`config.mk`:
```
export PLATFORM = sky130hd
export DESIGN_NAME = arb_mux_pkt
export DESIGN_NICKNAME = d
export VERILOG_FILES = /design/src/rtl/arb_pkg.sv /design/src/rtl/arb_mux_pkt_rr_pick.sv /design/src/rtl/arb_mux_pkt.sv
export SDC_FILE = /design/constraint.sdc
export NUM_CORES = 1
export LEC_CHECK = 0
export CORE_MARGIN = 10
export CORE_UTILIZATION = 52
export CTS_CLUSTER_DIAMETER = 150
export DETAILED_ROUTE_END_ITERATION = 6
export GPL_ROUTABILITY_DRIVEN = 0
export PLACE_DENSITY = 0.86
export SLEW_MARGIN = 30
export SYNTH_ARGS = -nofsm -noshare
export SYNTH_HDL_FRONTEND = slang
export SYNTH_SLANG_ARGS = --single-unit
```
`constraint.sdc`:
```
create_clock -name clk -period 9.65 [get_ports clk]
set_clock_uncertainty 0.15 [all_clocks]
set_input_delay 0.965 -clock clk [delete_from_list [all_inputs] [get_ports clk]]
set_output_delay 0.965 -clock clk [all_outputs]
set_load 0.01 [all_outputs]
```
`src/rtl/arb_pkg.sv`:
```
// Shared constants and types for the packet arbitrating multiplexer.
//   MODE_FIXED / MODE_RR : values of the arbitration mode input
//   lock_st_e            : packet lock state (unlocked / locked to one channel)
package arb_pkg;

  localparam logic MODE_FIXED = 1'b0;
  localparam logic MODE_RR    = 1'b1;

  typedef enum logic {
    ST_UNLOCKED = 1'b0,
    ST_LOCKED   = 1'b1
  } lock_st_e;

endpackage

```
`src/rtl/arb_mux_pkt_rr_pick.sv`:
```
// Combinational N-way priority picker: returns the first requesting index found
// when searching upward from start_i, wrapping modulo N.
//   req_i   : request vector
//   start_i : index searched first (0 gives plain fixed priority)
//   gnt_o   : one-hot grant
//   idx_o   : binary index of the granted request
//   any_o   : at least one request present
module rr_pick
  import arb_pkg::*;
#(
  parameter  int unsigned N = 4,
  localparam int unsigned W = $clog2(N)
) (
  input  logic [N-1:0] req_i,
  input  logic [W-1:0] start_i,
  output logic [N-1:0] gnt_o,
  output logic [W-1:0] idx_o,
  output logic         any_o
);

  int unsigned cand;

  // Walk the ring once from start_i; the first hit wins.
  always_comb begin
    gnt_o = '0;
    idx_o = '0;
    any_o = 1'b0;
    cand  = 0;
    for (int unsigned i = 0; i < N; i++) begin
      cand = (32'(start_i) + i) % N;
      if (!any_o && req_i[W'(cand)]) begin
        any_o             = 1'b1;
        gnt_o[W'(cand)]   = 1'b1;
        idx_o             = W'(cand);
      end
    end
  end

endmodule

```
`src/rtl/arb_mux_pkt.sv`:
```
// N-channel arbitrating multiplexer with valid/ready handshake, registered
// output stage, packet locking and a burst watchdog.
//   clk, rst      : clock (rising edge), asynchronous active-low reset
//   mode          : 0 fixed priority (ch0 highest), 1 round-robin
//   in_valid      : per-channel beat valid
//   in_last       : per-channel last beat of packet
//   in_data       : flattened data, channel i at [i*DATA_W +: DATA_W]
//   in_ready      : per-channel accept (combinational, at most one bit set)
//   out_valid     : output register holds a beat
//   out_ready     : downstream accept
//   out_data      : registered selected data
//   out_last      : registered last flag
//   out_ch        : registered source channel index
//   burst_cut     : one-cycle pulse when the watchdog forces a lock release
module arb_mux_pkt
  import arb_pkg::*;
#(
  parameter  int unsigned N_CH      = 4,
  parameter  int unsigned DATA_W    = 8,
  parameter  int unsigned MAX_BURST = 16,
  localparam int unsigned CH_W      = $clog2(N_CH)
) (
  input  logic                     clk,
  input  logic                     rst,
  input  logic                     mode,
  input  logic [N_CH-1:0]          in_valid,
  input  logic [N_CH-1:0]          in_last,
  input  logic [N_CH*DATA_W-1:0]   in_data,
  output logic [N_CH-1:0]          in_ready,
  output logic                     out_valid,
  input  logic                     out_ready,
  output logic [DATA_W-1:0]        out_data,
  output logic                     out_last,
  output logic [CH_W-1:0]          out_ch,
  output logic                     burst_cut
);

  localparam int unsigned CNT_W = (MAX_BURST < 2) ? 1 : $clog2(MAX_BURST + 1);

  lock_st_e             st_q, st_d;
  logic [CH_W-1:0]      lock_ch_q, lock_ch_d;
  logic [CH_W-1:0]      rr_ptr_q, rr_ptr_d;
  logic [CNT_W-1:0]     cnt_q, cnt_d;
  logic                 bubble_q, bubble_d;
  logic                 out_valid_q, out_valid_d;
  logic [DATA_W-1:0]    out_data_q, out_data_d;
  logic                 out_last_q, out_last_d;
  logic [CH_W-1:0]      out_ch_q, out_ch_d;
  logic                 burst_cut_q, burst_cut_d;

  logic                 load_en;
  logic [N_CH-1:0]      lock_mask;
  logic [N_CH-1:0]      req;
  logic [CH_W-1:0]      start;
  logic [N_CH-1:0]      gnt;
  logic [CH_W-1:0]      gidx;
  logic                 gany;
  logic                 xfer;
  logic [DATA_W-1:0]    sel_data;
  logic                 sel_last;
  logic [CH_W-1:0]      ptr_nx;
  logic [CNT_W-1:0]     cnt_nx;

  // Request masking: nothing during the post-release bubble, only the owner while locked.
  always_comb begin
    load_en   = !out_valid_q || out_ready;
    lock_mask = '0;
    for (int unsigned i = 0; i < N_CH; i++) begin
      lock_mask[i] = (lock_ch_q == CH_W'(i));
    end
    if (bubble_q) begin
      req = '0;
    end else if (st_q == ST_LOCKED) begin
      req = in_valid & lock_mask;
    end else begin
      req = in_valid;
    end
    start = (st_q == ST_UNLOCKED && mode == MODE_RR) ? rr_ptr_q : '0;
  end

  rr_pick #(.N(N_CH)) u_pick (
    .req_i   (req),
    .start_i (start),
    .gnt_o   (gnt),
    .idx_o   (gidx),
    .any_o   (gany)
  );

  // Handshake and data select for the granted channel.
  always_comb begin
    in_ready = load_en ? gnt : '0;
    xfer     = load_en && gany;
    sel_data = '0;
    for (int unsigned i = 0; i < N_CH; i++) begin
      if (gnt[i]) begin
        sel_data = in_data[i*DATA_W +: DATA_W];
      end
    end
    sel_last = |(gnt & in_last);
    ptr_nx   = (gidx == CH_W'(N_CH - 1)) ? '0 : gidx + CH_W'(1);
    cnt_nx   = (st_q == ST_LOCKED) ? cnt_q + CNT_W'(1) : CNT_W'(1);
  end

  // Lock FSM, watchdog and output stage next-state.
  always_comb begin
    st_d        = st_q;
    lock_ch_d   = lock_ch_q;
    rr_ptr_d    = rr_ptr_q;
    cnt_d       = cnt_q;
    bubble_d    = 1'b0;
    burst_cut_d = 1'b0;
    out_valid_d = out_valid_q;
    out_data_d  = out_data_q;
    out_last_d  = out_last_q;
    out_ch_d    = out_ch_q;

    if (load_en) begin
      out_valid_d = xfer;
    end

    if (xfer) begin
      out_data_d = sel_data;
      out_last_d = sel_last;
      out_ch_d   = gidx;
      if (sel_last) begin
        // Packet end; a single-beat packet never locks, so no bubble for it.
        bubble_d = (st_q == ST_LOCKED);
        st_d     = ST_UNLOCKED;
        cnt_d    = '0;
        rr_ptr_d = ptr_nx;
      end else if (MAX_BURST != 0 && cnt_nx == CNT_W'(MAX_BURST)) begin
        // Watchdog release: rest of the packet re-arbitrates as a new packet.
        bubble_d    = 1'b1;
        burst_cut_d = 1'b1;
        st_d        = ST_UNLOCKED;
        cnt_d       = '0;
        rr_ptr_d    = ptr_nx;
      end else begin
        st_d      = ST_LOCKED;
        lock_ch_d = gidx;
        cnt_d     = cnt_nx;
      end
    end
  end

  // State and output registers.
  always_ff @(posedge clk or negedge rst) begin
    if (!rst) begin
      st_q        <= ST_UNLOCKED;
      lock_ch_q   <= '0;
      rr_ptr_q    <= '0;
      cnt_q       <= '0;
      bubble_q    <= 1'b0;
      out_valid_q <= 1'b0;
      out_data_q  <= '0;
      out_last_q  <= 1'b0;
      out_ch_q    <= '0;
      burst_cut_q <= 1'b0;
    end else begin
      st_q        <= st_d;
      lock_ch_q   <= lock_ch_d;
      rr_ptr_q    <= rr_ptr_d;
      cnt_q       <= cnt_d;
      bubble_q    <= bubble_d;
      out_valid_q <= out_valid_d;
      out_data_q  <= out_data_d;
      out_last_q  <= out_last_d;
      out_ch_q    <= out_ch_d;
      burst_cut_q <= burst_cut_d;
    end
  end

  assign out_valid = out_valid_q;
  assign out_data  = out_data_q;
  assign out_last  = out_last_q;
  assign out_ch    = out_ch_q;
  assign burst_cut = burst_cut_q;

endmodule

```
==> run metrics <==
Final #Nets 348; CTS tree yes; die width 84.3 microns; Placed Cells about 340; Clock transition at path regs 80 ps; Via density around 6.2; CP arrival 4420 ps; FMAX 181 MHz; H-tree levels 1; area post-placement 2750 sq um; total grt overflow 0; GR Util All Layers between 10% and 20%; total number of vias 2,142; diode count 0; EDFF count, synth 0; Setup Viol. Count Final 0; ys flop type dfrtp_1; status completed; Initial Utilization 53.8%; Final period util 57.4%; sequential share of the synthesized area 27.9%; clock tree buffer depth 2; DPL Wire Length 4830 microns; Max-Cap Viols 0; cell count after synthesis 241; Post-Syn Area 2150 sq um; total iterations of the first detailed-routing run 4; Worst Path Max Fanout 13; Die ar. approximately 7100 sq um; Ports 61; setup TNS 0 ps; share of cells above drive strength 1 between 10% and 20%; initial antenna violation count 0; RR Endpoint out_data[7]; most frequent cells in the layout clkdlybuf4s50_1 (59), nor2_1 (25), dfrtp_1 (24), nand2_1 (21); VDD IR max 0.209 mV; Synth Warn # 0; power per cell area ~360 nW/um^2; HP Class flop to flop; CP Buf/Inv Count 2; Reg2Reg Depth 9; Fin. Hold Viols 0; first-pass GRT wire length between 9000 and 10,000 microns; Die Y 84.3 microns; core area 4000 sq um; Crit path top cell by count clkdlybuf4s50_1; CTS buffer count 3; area growth from synthesis to layout 30.5%; Crit path depth 9; Place WS 4150 ps; Clock Sinks 24; Setup CP Type primary input to output port; Max transition margin 51.6%; drt wl/cell 17.6 microns; WHS Path Cells 2; fraction of registers with async set/reset 100%; Yosys cell types 57; Post-Synthesis Mean Instance Area about 9 sq um; crit-path max cell delay 580 ps; Post-CTS Setup Bufs 0; minimum clock period 5540 ps; Fillers roughly 320; leakage 1.15 nW; clock tree root buffer cell clkbuf_8; crit path max-delay cell type clkdlybuf4s50_1; PnR worst setup slack 4110 ps; crit start category primary input; Reg2Reg Launch Point st_q; Worst-Skew Late Latency 270 ps; critical path, cell by cell clkdlybuf4s50_1, nand3b_4, ha_1, o21ai_1, o22a_1, o31ai_1, a221o_1, nor2b_1, clkdlybuf4s50_1; RSZ-0062 raised after global routing no; Crit path max-delay family compound AO/OA/AOI/OAI gates; number of port buffers 60; Slew @ Worst Pin 726 ps; CP endpoint kind output port; Fin Hold WS 347 ps; Seq cells post-synth 24; post-synth net total slightly below 300; hold wc startpoint out_ch[1]; max-slew violation count 0; final core utilization between 70 and 80%; Worst Hold End out_ch[1]; antenna-violating nets left 0; total power 0.999 mW; WL final 6070 microns; # rows 23; Post-CTS Hold Buffers 0; critical path required time 8540 ps; # DRC 0; Layout Cells excl Fill approximately 350; DR iter-0 viols around 190; Post-CTS Resized 0; number of global-route vias before repair 2,136; post-route cell area 2810 sq um; flop2flop setup slack 5850 ps; largest net degree at the start of global routing 25; leading cell type in the layout, fill and taps excluded clkdlybuf4s50_1
==> tightest hold or removal path: stages (launching register included) <==
cell     delay (ps)
dfrtp_1         350
nand2_1          50
o21ai_0          60
==> sequential cells by signal, summed over array words and instances, names as in the netlist <==
signal,cells
out_valid,1
out_data,8
cnt_q,5
rr_ptr_q,2
st_q,1
burst_cut,1
bubble_q,1
out_ch,2
out_last,1
lock_ch_q,2
==> worst max path at each step <==
stage,startpoint,to
floorplan,mode,in_ready[2]
global placement,mode,in_ready[1]
detailed placement,mode,in_ready[1]
CTS,mode,in_ready[1]
global route,mode,in_ready[1]
finish,mode,in_ready[1]
==> power breakdown <==
part / internal [mW] / total [mW] / switching [mW]
Clock: 0.0364 / 0.0676 / 0.0312
Combinational: 0.323 / 0.747 / 0.424
Sequential: 0.144 / 0.183 / 0.0396
==> layout make-up <==
type | count | area, sq um | area share (%)
sequential | 24 | 601 | 21.4
multi-input combinational | 197 | 1450 | 51.7
timing repair buffer | 61 | 603 | 21.5
inverter | 9 | 33.8 | 1.20
tap | 50 | 62.6 | 2.23
clock buffer | 4 | 55.1 | 1.96
==> per-layer routing <==
layer	vias up	GRT usage (%)	routed length, microns
li1	1013	-	-
met1	1008	19.1	2440
met2	107	26.8	2880
met3	14	6.38	602
met4	0	5.63	151
met5	-	0	0
==> cells in the mapped netlist, types with 2 or more instances <==
cell / number / area (sq um)
a211oi_2: 3 / 37.5
a21bo_2: 2 / 20.0
a21o_1: 3 / 22.5
a21oi_1: 3 / 15.0
a221oi_2: 8 / 120
a22o_1: 2 / 17.5
a22oi_1: 3 / 22.5
a31oi_1: 13 / 81.3
and2_1: 10 / 62.6
and3_1: 2 / 12.5
buf_4: 2 / 15.0
buf_6: 2 / 22.5
clkbuf_1: 5 / 18.8
dfrtp_1: 24 / 601
ha_1: 8 / 100
inv_1: 7 / 26.3
inv_2: 2 / 7.51
mux2_1: 3 / 33.8
mux2i_1: 4 / 40.0
mux4_2: 2 / 45.0
nand2_1: 21 / 78.8
nand2b_1: 7 / 43.8
nand3_1: 7 / 35.0
nand3b_4: 2 / 40.0
nor2_1: 25 / 93.8
nor2b_1: 6 / 37.5
nor3_1: 5 / 25.0
nor3b_1: 3 / 22.5
o21ai_0: 13 / 65.1
o21ai_1: 3 / 15.0
o221ai_1: 2 / 17.5
o22ai_1: 2 / 12.5
o31ai_1: 10 / 75.1
or2_2: 2 / 12.5
xor2_1: 3 / 26.3
==> cells by family after synthesis <==
| family | share of synthesized area (%) |
|---|---|
| compound gates | 32.4 |
| xor+xnor | 1.22 |
| fa+ha+maj | 4.65 |
| buf+inv | 4.60 |
| flops | 27.9 |
| mux | 5.53 |
| simple gates | 23.7 |
No activity file was read; power rests on OpenSTA's default activity.
